$ cat src/rtl/cache_ctrl.sv
// Sequencing controller for the direct-mapped write-back cacheBlock: power-up sweep,
// tag lookup, dirty write-back, line refill, partial-word stores and hit/miss statistics.
module cache_ctrl (
    input  logic         clk,
    input  logic         rst_n,
    input  logic         cpu_req,
    input  logic         cpu_wr,
    input  logic [31:0]  cpu_addr,
    input  logic [3:0]   cpu_be,
    input  logic [31:0]  cpu_wdata,
    output logic [31:0]  cpu_rdata,
    output logic         cpu_ready,
    output logic         cpu_err,
    output logic         init_done,
    output logic [9:0]   Index,
    output logic [17:0]  Tag_In,
    output logic [3:0]   En_Word,
    output logic [3:0]   En_Byte,
    output logic         Wr,
    output logic         ValidNew,
    output logic         DirtyNew,
    output logic [127:0] Data_In,
    input  logic [17:0]  Tag_Out,
    input  logic         Valid_Out,
    input  logic         Dirty_Out,
    input  logic [127:0] Data_Out,
    output logic         mem_req,
    output logic         mem_wr,
    output logic [31:0]  mem_addr,
    output logic [127:0] mem_wdata,
    input  logic [127:0] mem_rdata,
    input  logic         mem_ack,
    output logic [15:0]  hit_cnt,
    output logic [15:0]  miss_cnt
);

    typedef enum logic [2:0] {
        INIT,
        IDLE,
        LOOKUP,
        WBACK,
        REFILL,
        ALLOC,
        RELOAD
    } state_t;

    state_t         state, next_state;
    logic [9:0]     sweep_cnt;
    logic           sweep_on;
    logic [17:0]    req_tag;
    logic [9:0]     req_index;
    logic [1:0]     req_word;
    logic           req_wr;
    logic [3:0]     req_be;
    logic [31:0]    req_wdata;
    logic [127:0]   wb_buf;
    logic [17:0]    wb_tag;
    logic [127:0]   fill_buf;
    logic           refilled;
    logic           hit;
    logic           be_legal;
    logic           store_bad;
    logic           unused_addr_bits;

    assign unused_addr_bits = ^cpu_addr[1:0];
    assign hit       = Valid_Out && (Tag_Out == req_tag);
    assign store_bad = req_wr && !be_legal;

    always_comb begin
        be_legal = 1'b0;
        case (req_be)
            4'b1111, 4'b0011, 4'b1100,
            4'b0001, 4'b0010, 4'b0100, 4'b1000: be_legal = 1'b1;
            default:                            be_legal = 1'b0;
        endcase
    end

    always_comb begin
        next_state = state;
        cpu_rdata  = '0;
        cpu_ready  = 1'b0;
        cpu_err    = 1'b0;
        Index      = req_index;
        Tag_In     = '0;
        En_Word    = '0;
        En_Byte    = '0;
        Wr         = 1'b0;
        ValidNew   = 1'b0;
        DirtyNew   = 1'b0;
        Data_In    = '0;
        mem_req    = 1'b0;
        mem_wr     = 1'b0;
        mem_addr   = '0;
        mem_wdata  = '0;
        case (state)
            INIT: begin
                // sweep_on keeps the cacheBlock side quiet for the first cycle out of reset
                Index = sweep_cnt;
                if (sweep_on) begin
                    Wr      = 1'b1;
                    En_Word = '1;
                    En_Byte = '1;
                    if (sweep_cnt == '1) next_state = IDLE;
                end
            end
            IDLE: begin
                if (cpu_req) begin
                    Index      = cpu_addr[13:4];
                    next_state = LOOKUP;
                end
            end
            LOOKUP: begin
                if (store_bad) begin
                    cpu_ready  = 1'b1;
                    cpu_err    = 1'b1;
                    next_state = IDLE;
                end else if (hit) begin
                    cpu_ready  = 1'b1;
                    next_state = IDLE;
                    if (req_wr) begin
                        Wr       = 1'b1;
                        En_Word  = 4'b0001 << req_word;
                        En_Byte  = req_be;
                        Data_In  = {4{req_wdata}};
                        Tag_In   = req_tag;
                        ValidNew = 1'b1;
                        DirtyNew = 1'b1;
                    end else begin
                        cpu_rdata = Data_Out[{req_word, 5'd0} +: 32];
                    end
                end else if (Valid_Out && Dirty_Out) begin
                    next_state = WBACK;
                end else begin
                    next_state = REFILL;
                end
            end
            WBACK: begin
                mem_req   = 1'b1;
                mem_wr    = 1'b1;
                mem_addr  = {wb_tag, req_index, 4'b0000};
                mem_wdata = wb_buf;
                if (mem_ack) next_state = REFILL;
            end
            REFILL: begin
                mem_req  = 1'b1;
                mem_addr = {req_tag, req_index, 4'b0000};
                if (mem_ack) next_state = ALLOC;
            end
            ALLOC: begin
                Wr         = 1'b1;
                En_Word    = '1;
                En_Byte    = '1;
                Data_In    = fill_buf;
                Tag_In     = req_tag;
                ValidNew   = 1'b1;
                next_state = RELOAD;
            end
            RELOAD: begin
                next_state = LOOKUP;
            end
            default: begin
                next_state = INIT;
            end
        endcase
    end

    always_ff @(posedge clk or negedge rst_n) begin
        if (!rst_n) begin
            state     <= INIT;
            sweep_cnt <= '0;
            sweep_on  <= 1'b0;
            init_done <= 1'b0;
            req_tag   <= '0;
            req_index <= '0;
            req_word  <= '0;
            req_wr    <= 1'b0;
            req_be    <= '0;
            req_wdata <= '0;
            wb_buf    <= '0;
            wb_tag    <= '0;
            fill_buf  <= '0;
            refilled  <= 1'b0;
        end else begin
            state <= next_state;
            if (state == INIT) begin
                sweep_on <= 1'b1;
                if (sweep_on) begin
                    sweep_cnt <= sweep_cnt + 10'd1;
                    if (sweep_cnt == '1) init_done <= 1'b1;
                end
            end
            if (state == IDLE && cpu_req) begin
                req_tag   <= cpu_addr[31:14];
                req_index <= cpu_addr[13:4];
                req_word  <= cpu_addr[3:2];
                req_wr    <= cpu_wr;
                req_be    <= cpu_be;
                req_wdata <= cpu_wdata;
                refilled  <= 1'b0;
            end
            if (state == LOOKUP && !store_bad && !hit && Valid_Out && Dirty_Out) begin
                wb_buf <= Data_Out;
                wb_tag <= Tag_Out;
            end
            if (state == REFILL && mem_ack) fill_buf <= mem_rdata;
            if (state == RELOAD) refilled <= 1'b1;
        end
    end

    // Only the first lookup of a request is counted; the post-refill lookup is not.
    always_ff @(posedge clk or negedge rst_n) begin
        if (!rst_n) begin
            hit_cnt  <= '0;
            miss_cnt <= '0;
        end else if (state == LOOKUP && !store_bad && !refilled) begin
            if (hit) begin
                if (hit_cnt != '1) hit_cnt <= hit_cnt + 16'd1;
            end else begin
                if (miss_cnt != '1) miss_cnt <= miss_cnt + 16'd1;
            end
        end
    end

endmodule

$ cat config.mk
export PLATFORM = sky130hd
export DESIGN_NAME = cache_ctrl
export DESIGN_NICKNAME = d
export VERILOG_FILES = /design/src/rtl/cache_ctrl.sv
export SDC_FILE = /design/constraint.sdc
export NUM_CORES = 1
export LEC_CHECK = 0
export CAP_MARGIN = 20
export CORE_AREA = 2 2 289 291
export CTS_CLUSTER_SIZE = 24
export DETAILED_ROUTE_END_ITERATION = 10
export DIE_AREA = 0 0 291 293
export SKIP_CTS_REPAIR_TIMING = 1
export SLEW_MARGIN = 0
export SYNTH_ARGS = -nofsm -noshare
export SYNTH_HDL_FRONTEND = slang
export SYNTH_SLANG_ARGS = --single-unit
$ cat constraint.sdc
create_clock -name clk -period 3.5 [get_ports clk]
set_input_delay 1.05 -clock clk [delete_from_list [all_inputs] [get_ports clk]]
set_output_delay 1.05 -clock clk [all_outputs]
set_load 0.01 [all_outputs]
Word-level counts from Yosys, hierarchy flattened
Cells that the tools add are included.
{ "op_classes": {"reduce_logical": 23, "shift": 2, "n_addsub": 3, "eq_ne": 22, "bitwise_logic": 1, "n_mux": 51} }
{ "ops": {"columns": ["cell", "n"], "rows": [
  ["two-way mux 128 bit", 4],
  ["one-hot mux 128 bit (2 select lines)", 1],
  ["two-way mux 32 bit", 4],
  ["variable part select 128 x 8 -> 32 bit", 1],
  ["one-hot mux 32 bit (2 select lines)", 1],
  ["two-way mux 18 bit", 3],
  ["one-hot mux 18 bit (2 select lines)", 1],
  ["adder 16 x 1 -> 16 bit, second input constant", 2],
  ["inequality test 16 bit, second input constant", 2],
  ["two-way mux 4 bit", 7],
  ["two-way mux 3 bit", 8],
  ["one-hot mux 4 bit (3 select lines)", 2],
  ["one-hot mux 3 bit (7 select lines)", 1],
  ["one-hot mux 10 bit (2 select lines)", 1],
  ["== test 18 bit", 1],
  ["two-way mux 1 bit", 15],
  ["== test 4 bit, second input constant", 3],
  ["adder 10 x 1 -> 10 bit, second input constant", 1],
  ["== test 10 bit, second input constant", 1],
  ["logical AND 1 bit", 10],
  ["two-way mux 10 bit", 1],
  ["== test 3 bit, second input constant", 3],
  ["AND reduction 3 bit", 3],
  ["== test 4 x 2 -> 1 bit, second input constant", 2],
  ["17 further kinds", 24]
]} }
{ "totals": {"output_inout_bits": 396, "wordCells": 118, "in_bits": 349, "register_bits": 389} }

Longest topological paths before layout
{ "logic_depth": {"ltp_word": 10, "ltp_mapped": 10, "mapped_depth_nobuf": 7} }

Least setup slack after synthesis
OpenSTA, ideal clock, no wires.
{ "synth_timing": {"kind": "input -> output", "from": "input port Tag_Out[11]", "to": "output port cpu_rdata[10]", "stages": 7, "path_buffers": 1, "t_required_ns": 2.450, "arrival_ns": 2.570, "setup_slack_ns": -0.120, "path_cell_list": "xor2_1 -> nand4b_1 -> nor3b_2 -> nand3_2 -> or3_1 -> clkbuf_1 -> nor2b_1"} }
{ "synth_via": {"elab_chain_len": 5} }
{ "synth_rtl": {"columns": ["element", "line_no", "text"], "rows": [
  ["from (decl)", "23", "input logic [17:0] Tag_Out,"],
  ["== test 18 bit", "66", "assign hit = Valid_Out && (Tag_Out == req_tag);"],
  ["logical AND 1 bit", "66", null],
  ["two-way mux 32 bit", "117", "end else if (hit) begin"],
  ["two-way mux 32 bit", "113", "if (store_bad) begin"],
  ["two-way mux 32 bit", "95", "case (state)"],
  ["to (decl)", "11", "output logic [31:0] cpu_rdata,"]
]} }
Every way passes these cells.

Worst setup path in the final report
{ "layout_timing": {"from": "input port Tag_Out[16]", "to": "output port cpu_rdata[21]"} }
The elaborated chain is that of the path after synthesis.

==> impl_metrics.tcl <==
set metrics [dict create \
    numCtsBuffers 46 \
    synth-seq-cells 389 \
    ioPinCount 745 \
    cts_tree "done" \
    fin_cells 3651 \
    nets 2893 \
    p_total_uw 21400 \
    synth_seq_area_share_pct 51.0 \
    die_x_um 291 \
    end_kind "output port" \
    port_buffers 738 \
    vdd_ir_drop_max_v 0.000360 \
    coreArea_um2 81800 \
    cp.arrival_ns 3.00 \
    synth_warnings 0 \
    grt_pass1_wl_um 120000 \
    syn_avg_cell_area_um2 11.8 \
    cpMaxStageDelayCell "or3_4" \
    gp_congestion 0.897 \
    cp.required_ns 2.45 \
    tns_ns -86.84 \
    critPathMaxFanout 8 \
    clock_path_buffers 3 \
    p_leak_uw 0.0173 \
    dieArea_um2 85300 \
    utilization_pct 39.1 \
    drc_errors 0 \
    drtIter0Drc 953 \
    synth_common_cells "dfrtp_1 (389), nand2_1 (219), mux2_2 (147)" \
    synth_ff_type "dfrtp_1" \
    period_needed_ns 4.05 \
    grt_pass1_vias 17449 \
    wire_per_inst_um 24.1 \
    fmax_ghz 0.247 \
    netlist_area_um2 19100 \
    setup_viol 190 \
    synthCells 1614 \
    cts_root_buf "clkbuf_16" \
    worstMarginPinSlew_ns 0.875 \
    drive_above_1_share_pct 32.9 \
    powerDensity_nw_per_um2 667 \
    row_count 105 \
    totalWireLength_um 87900 \
    layout_setup_ws_ns -0.554 \
    grt_overflow 0 \
    htree_levels 2 \
    ant_nets 0 \
    max_cap_violations 0 \
    viasPerCell 4.74 \
    crit_type "input port to output port" \
    grt_usage_pct 18.6 \
    synth.most_common_cell "dfrtp_1" \
    clk_latency_ns 0.58 \
    rsz0062_at_grt "yes" \
    dp.cells 3512 \
    finalHoldViolCount 0 \
    clk_pin_slew_ns 0.06 \
    synth_edf_count 0 \
    vias 17321 \
    clkSinkCount 389 \
    area_growth_pct 67.8 \
    worstRegToRegCells 7 \
    status "complete, but fails checks" \
    crit_top_cell "buf_6" \
    antenna_found_initial 20 \
    grt_start_max_net_pins 134 \
    violations "setup timing" \
    fin_worst_skew_ns 0.0259 \
    synth_area_leader_cell "dfrtp_1" \
    cp_slowest_stage_delay_ns 0.43 \
    fillCellCount 7865 \
    slew_headroom_pct 41.7 \
    drv_slew 0 \
    crit_chain "buf_8, xnor2_2, nand4_1, a211oi_4, buf_6, nand3_2, or3_4, buf_6, clkbuf_16, nor2b_4, buf_6" \
    synth_cell_types 51 \
    finalCritPeriodShare_pct 116 \
    synthTopCellsByArea "dfrtp_1 (51%), mux2_2 (8.7%), mux2_1 (7.7%)" \
    drtPass1Iterations 5 \
    initial_core_util_pct 23.3 \
    min_path_type "input port to async pin" \
    fp.dieH_um 293 \
    ys_async_sr_fraction_pct 100 \
    start_kind "input port" \
    dp.final_hpwl_um 63500 \
    synth_top_area_share_pct 51.0 \
]
-- state kept, by name (all words and copies together) (netlist names), 2 cells and up --
name and count:
fill_buf 128, state 3, wb_buf 128, req_word 2, req_be 4, wb_tag 18, hit_cnt 16, req_tag 18
req_wdata 32, miss_cnt 16, req_index 10, sweep_cnt 10
-- logic make-up (layout without fill, tap and decap cells) --
group	Yosys count	after routing	share of synthesized area [%]
and+or+nand+nor	521	521	14.4
buffers and inverters	146	1105	3.36
DFF	389	389	51.0
adders and majority gates	3	3	0.197
xor gates and xnor gates	56	56	2.57
AOI/OAI and AO/OA	188	188	8.32
muxes	310	310	20.2
other	1	9	0.0196
-- layer usage --
metal	vias up	wire (µm)	track usage, %
met1	8703	34300	22.5
met5	-	105	0
met4	16	2520	5.04
met2	788	42900	31.2
li1	7653	-	-
met3	161	8110	6.67
-- through the flow --
step | hold WS [ns] | setup slack (ns) | instance area [µm²]
final | 0.393 | -0.554 | 32000
after detailed placement | 0.468 | -1.37 | 29400
after CTS | 0.373 | -1.37 | 31000
after floorplan | 0.450 | -0.0245 | 19300
after global routing | 0.373 | -0.599 | 32000
after global placement | 0.460 | -1.36 | 29400
-- area by class of cell --
cell class                 count  area, µm²  area share [%]
clock inverter                13        176           0.551
inverter                      11       41.3           0.129
antenna                        5       12.5          0.0391
sequential                   389       9740            30.4
timing repair buffer        1011      10100            31.5
multi-input combinational   1082       9240            28.8
clock buffer                  70       1410            4.39
tap                         1070       1340            4.18
-- cells in the final DEF, fill, tap and decap left out, types with 10 or more instances in the layout --
cell type          n
buf_6             92
clkbuf_2          33
mux4_2            32
nor2b_1           10
and2_4            15
and3_1           138
clkbuf_16         62
nand3_1           19
clkbuf_1          11
and2_1            10
xnor2_1           25
buf_4            204
nor2b_4           14
xnor2_2           10
buf_8             11
dfrtp_1          386
nand4_1           16
dlymetal6s2s_1   148
mux2_1           130
a22o_1           143
clkdlybuf4s50_1  378
buf_12            32
nor2b_2           19
nor2_1            13
xor2_1            15
clkbuf_8          10
mux2_2           147
nand2_1          217
inv_1             11
buf_2             96
-- power by group --
group	internal [µW]	switching, µW
Sequential	6400	1590
Combinational	4560	3790
Clock	3050	1990
-- path summary, 6_finish.rpt --
| path | start | to | slack (ns) |
|---|---|---|---|
| worst max-delay path | Tag_Out[16] | cpu_rdata[21] | -0.55 |
| worst min-delay path | rst_n | wb_buf[69] | 0.39 |
| worst max register to register | state[1] | miss_cnt[1] | 0.83 |
| worst min register to register | wb_buf[126] | wb_buf[126] | 0.48 |
| max in group asynchronous | rst_n | wb_buf[34] | 2.02 |
| min in group clk | wb_buf[126] | wb_buf[126] | 0.48 |
-- worst max-delay path, delay by kind of cell --
kind | cells | cell delay (ns)
simple gates | 4 | 0.81
buf+inv | 5 | 0.70
xor+xnor | 1 | 0.13
compound gates | 1 | 0.30
(Power assumes the default switching activity.)
==> patch 1, RTL diff (same flow settings) <==
Encoding of `state_t`: now one-hot (7 bits for 7 states).
--- a/src/rtl/cache_ctrl.sv
+++ b/src/rtl/cache_ctrl.sv
@@ -35,12 +35,12 @@
 );
 
-    typedef enum logic [2:0] {
-        INIT,
-        IDLE,
-        LOOKUP,
-        WBACK,
-        REFILL,
-        ALLOC,
-        RELOAD
+    typedef enum logic [6:0] {
+        INIT   = 7'b0000001,
+        IDLE   = 7'b0000010,
+        LOOKUP = 7'b0000100,
+        WBACK  = 7'b0001000,
+        REFILL = 7'b0010000,
+        ALLOC  = 7'b0100000,
+        RELOAD = 7'b1000000
     } state_t;
 
Check against the original RTL: same outputs for any inputs over 4 cycles, from zero or initial values and one cycle with rst_n low; so few cycles prove little.
==> patch 1 against the unedited design <==
Highest routed layer unchanged; worst hold slack improved by 0.059 ns; total power decreased by 16%; die area did not move; sequential cell count rose by 4; first-iteration DRC count shrank 21%; routed wire length increased by 1.8%; design area up 6.5%; area after synthesis rose by 3.4%; register-to-register slack got worse by 0.36 ns; count of clock-buffer cells in the layout unchanged; setup slack lost 0.30 ns; the flow still finishes with violations (setup timing).
==> patch 1: results <==
{
  "startpoint": "Tag_Out[4]",
  "grt_use_met2_pct": 33.8,
  "status": "finished with violations",
  "grt_max_degree": 73,
  "use_met3_pct": 5.70,
  "setup_viol": 358,
  "violations": "setup timing",
  "hpwl_um": 65700,
  "worst_pin_slew_ns": 1.04,
  "grt_pass1_wl_um": 123000,
  "p_sw_uw": 5410,
  "drive_above_1_share_pct": 49.1,
  "htree_levels": 2,
  "nNetsFinal": 3065,
  "via_per_inst": 4.55,
  "cts_buffers": 50,
  "synthMuxAreaShare_pct": 25.2,
  "cp_data_arrival_time_ns": 3.30,
  "fin_skew_ns": 0.0309,
  "synth_fa_ha_area_share_pct": 0.190,
  "p_clk_share_pct": 29.5,
  "seqPwrFrac_pct": 39.5,
  "synthXorXnorAreaFrac_pct": 2.62,
  "p_leak_uw": 0.0169,
  "grt_pass1_vias": 18000,
  "r2r-start": "state[6]",
  "place_ws_ns": -1.67,
  "clock_latency_ns": 0.61,
  "grtUsageTotal_pct": 19.2,
  "setup_ws_ns": -0.853,
  "synth-compound-area-share_pct": 2.59,
  "met1_usage_pct": 21.8,
  "crit_fanout": 4,
  "dpl-instance-area_sq_um": 30300,
  "routed_wl_um": 89400
}
[patch 1: changes by cell type in the layout (fill, tap and decap cells not counted), sizes merged, moves of 10 or more]
| cell | delta |
|---|---|
| buf | +188 |
| and2 | +135 |
| and3 | -127 |
| dlymetal6s2s | -126 |
| a22o | -118 |
| clkbuf | +77 |
| mux2 | +67 |
| nand2 | +49 |
| nand3 | +30 |
| clkdlybuf4s50 | -19 |
| a21o | +16 |
| nand4 | +13 |
| a22oi | -10 |
[patch 1: cell type report]
class	instances	area [sq um]	share of cell area (%)
antenna	6	15.0	0.0440
clock buffer	70	1420	4.15
clock inverter	17	231	0.679
inverter	5	22.5	0.0660
multi-input combinational	1131	10300	30.2
sequential	393	9840	28.8
tap	1070	1340	3.92
timing repair buffer	1131	11000	32.1
timing repair inverter	1	7.51	0.0220
[patch 1: per-stage QoR]
step                power, uW  instances  TNS [ns]  util (%)
finish                  17900       3824   -200.79      41.7
global route            18800       3822   -246.30      41.7
CTS                     17700       3683   -389.02      39.1
detailed placement      12300       3596   -337.69      37.1
global placement        12200       3596   -325.01      37.1
floorplan                9490       1638         0         -
[patch 1: cell families (layout without fill, tap and decap cells)]
group / Yosys count / in the layout
DFF: 393 / 393
other: 1 / 10
and+or+nand+nor: 626 / 626
xor gates and xnor gates: 59 / 59
AOI/OAI and AO/OA: 63 / 63
muxes: 376 / 376
buffers and inverters: 114 / 1224
adders and majority gates: 3 / 3
[patch 1: final timing paths]
kind	slack (ns)	endpoint	depth (start not counted)
max reg2reg	0.47	fill_buf[98]	9
max in group asynchronous	2.11	state[0]	2
min	0.45	wb_buf[22]	1
min reg2reg	0.46	init_done	1
max	-0.85	Data_In[57]	14
min in group clk	0.46	init_done	1
==> patch 2, RTL diff (same flow settings) <==
Made on the original files. Put one more register stage on the output `miss_cnt`, cleared by the reset. The value now appears one clock later. The other outputs are not delayed to match.
--- a/src/rtl/cache_ctrl.sv
+++ b/src/rtl/cache_ctrl.sv
@@ -45,4 +45,6 @@
     } state_t;
 
+    logic [15:0] miss_cnt_s0;
+
     state_t         state, next_state;
     logic [9:0]     sweep_cnt;
@@ -212,14 +214,22 @@
         if (!rst_n) begin
             hit_cnt  <= '0;
-            miss_cnt <= '0;
+            miss_cnt_s0 <= '0;
         end else if (state == LOOKUP && !store_bad && !refilled) begin
             if (hit) begin
                 if (hit_cnt != '1) hit_cnt <= hit_cnt + 16'd1;
             end else begin
-                if (miss_cnt != '1) miss_cnt <= miss_cnt + 16'd1;
+                if (miss_cnt_s0 != '1) miss_cnt_s0 <= miss_cnt_s0 + 16'd1;
             end
         end
     end
 
+    always_ff @(posedge clk or negedge rst_n) begin
+        if (!rst_n) begin
+            miss_cnt <= '0;
+        end else begin
+            miss_cnt <= miss_cnt_s0;
+        end
+    end
+
 endmodule
 
Check against the original RTL: no difference found for any inputs over 4 cycles, from zero or initial values and one cycle with rst_n low; that may be too few to reach the edited logic, so the function may still have changed.
==> patch 2 against the unedited design <==
The flow still finishes with violations (setup timing); clock power increased by 1%; setup slack improved by 0.0084 ns; total power increased by 5.9%; sequential share of layout area increased by 0.29 points; sequential cell count increased by 16; design area increased by 3.1%; via count increased by 2.6%; area after synthesis increased by 1.7%; die area unchanged; routed wire length increased by 0.76%; critical path type unchanged; critical endpoint is now Data_In[114].
==> patch 2: results <==
{
  "grtUsageTotal_pct": 18.5,
  "grt_max_degree": 132,
  "fillerInstances": 7785,
  "async_flop_share_pct": 100,
  "violations": "setup timing",
  "grt_pass1_wl_um": 119000,
  "first_pass_iters": 7,
  "tns_ns": -74.55,
  "yosysSeqAreaShare_pct": 52.2,
  "drive_above_1_share_pct": 37.8,
  "synth.distinct_cells": 43,
  "antenna_found_initial": 28,
  "hpwl_um": 62000,
  "synth.top_cells.by_count": "dfrtp_1 (405), mux2_2 (276), nand2_1 (239)",
  "hold_class": "flop to flop",
  "crit_fanout": 7,
  "hold_ws_ns": 0.435,
  "fin_skew_ns": 0.0315,
  "via_per_inst": 4.76,
  "worst_pin_slew_ns": 1.03,
  "globalplace.congestion": 0.929,
  "p_leak_uw": 0.0180,
  "drt_iter0_markers": 1068,
  "cts_buffers": 48,
  "r2r_slack_ns": 0.78,
  "status": "finished with violations",
  "grt_pass1_vias": 18100,
  "nNetsFinal": 2961,
  "clk_pin_slew_ns": 0.06,
  "synth.area.top_cells": "dfrtp_1 (52%), mux2_2 (16%), a22o_1 (6.6%)",
  "routed_wl_um": 88500,
  "setup_viol": 191,
  "clockBufferDepth": 3,
  "setup_ws_ns": -0.546,
  "peakVddDrop_v": 0.000457
}
==> patch 2: per-stage QoR <==
stage | utilization (%) | std cells | area, sq um | setup slack, ns
floorplan | - | 1646 | 19400 | -0.00788
global placement | 36.3 | 3539 | 29700 | -1.26
detailed placement | 36.3 | 3539 | 29700 | -1.31
CTS | 38.2 | 3625 | 31300 | -1.32
global route | 40.4 | 3734 | 33000 | -0.583
finish | 40.4 | 3736 | 33000 | -0.546
==> patch 2: final timing paths <==
path,start,endpoint,cells after the start
hold reg to reg,miss_cnt_s0[5],miss_cnt[5],0
min in group asynchronous,rst_n,fill_buf[19],1
setup / recovery,Tag_Out[8],Data_In[114],12
hold / removal,miss_cnt_s0[5],miss_cnt[5],0
setup reg to reg,state[0],hit_cnt[11],7
max in group asynchronous,rst_n,fill_buf[34],2
==> patch 2: per-layer routing <==
metal	GRT usage (%)	share of wire [%]	vias to the layer above
met4	9.31	4.0	4
met5	0	0.026	-
met3	4.39	5.9	190
met2	30.9	49	692
met1	22.2	41	9000
li1	-	-	7886
==> patch 2: where the power goes <==
group / internal (uW) / total, uW / switching [uW]
clock network: 3020 / 5100 / 2080
logic: 4990 / 8910 / 3920
registers: 6800 / 8620 / 1830
==> patch 2: layout make-up <==
cell class	instances	area, sq um	area share [%]
Timing Repair Buffer	1048	10700	32.5
Sequential cell	405	10100	30.7
Multi-Input combinational cell	1097	9150	27.7
Clock buffer	71	1420	4.30
Tap cell	1070	1340	4.05
Clock inverter	15	168	0.507
Inverter	9	53.8	0.163
Antenna cell	21	52.6	0.159
==> patch 2: cells by family after synthesis <==
family | after synthesis | share of synthesized area, %
xor+xnor | 57 | 2.57
mux | 309 | 19.8
compound gates | 174 | 7.67
buf+inv | 144 | 3.13
fa+ha+maj | 3 | 0.193
other cells | 1 | 0.0193
simple gates | 550 | 14.4
flops | 405 | 52.2
==> patch 2: worst max-delay path, cell delays in order <==
cell,delay [ns]
clkbuf_2,0.12
xnor2_2,0.19
nand4_1,0.17
buf_4,0.18
nor3_2,0.11
and4_4,0.32
buf_12,0.12
buf_12,0.14
buf_12,0.14
clkbuf_16,0.15
a22o_1,0.14
buf_2,0.14
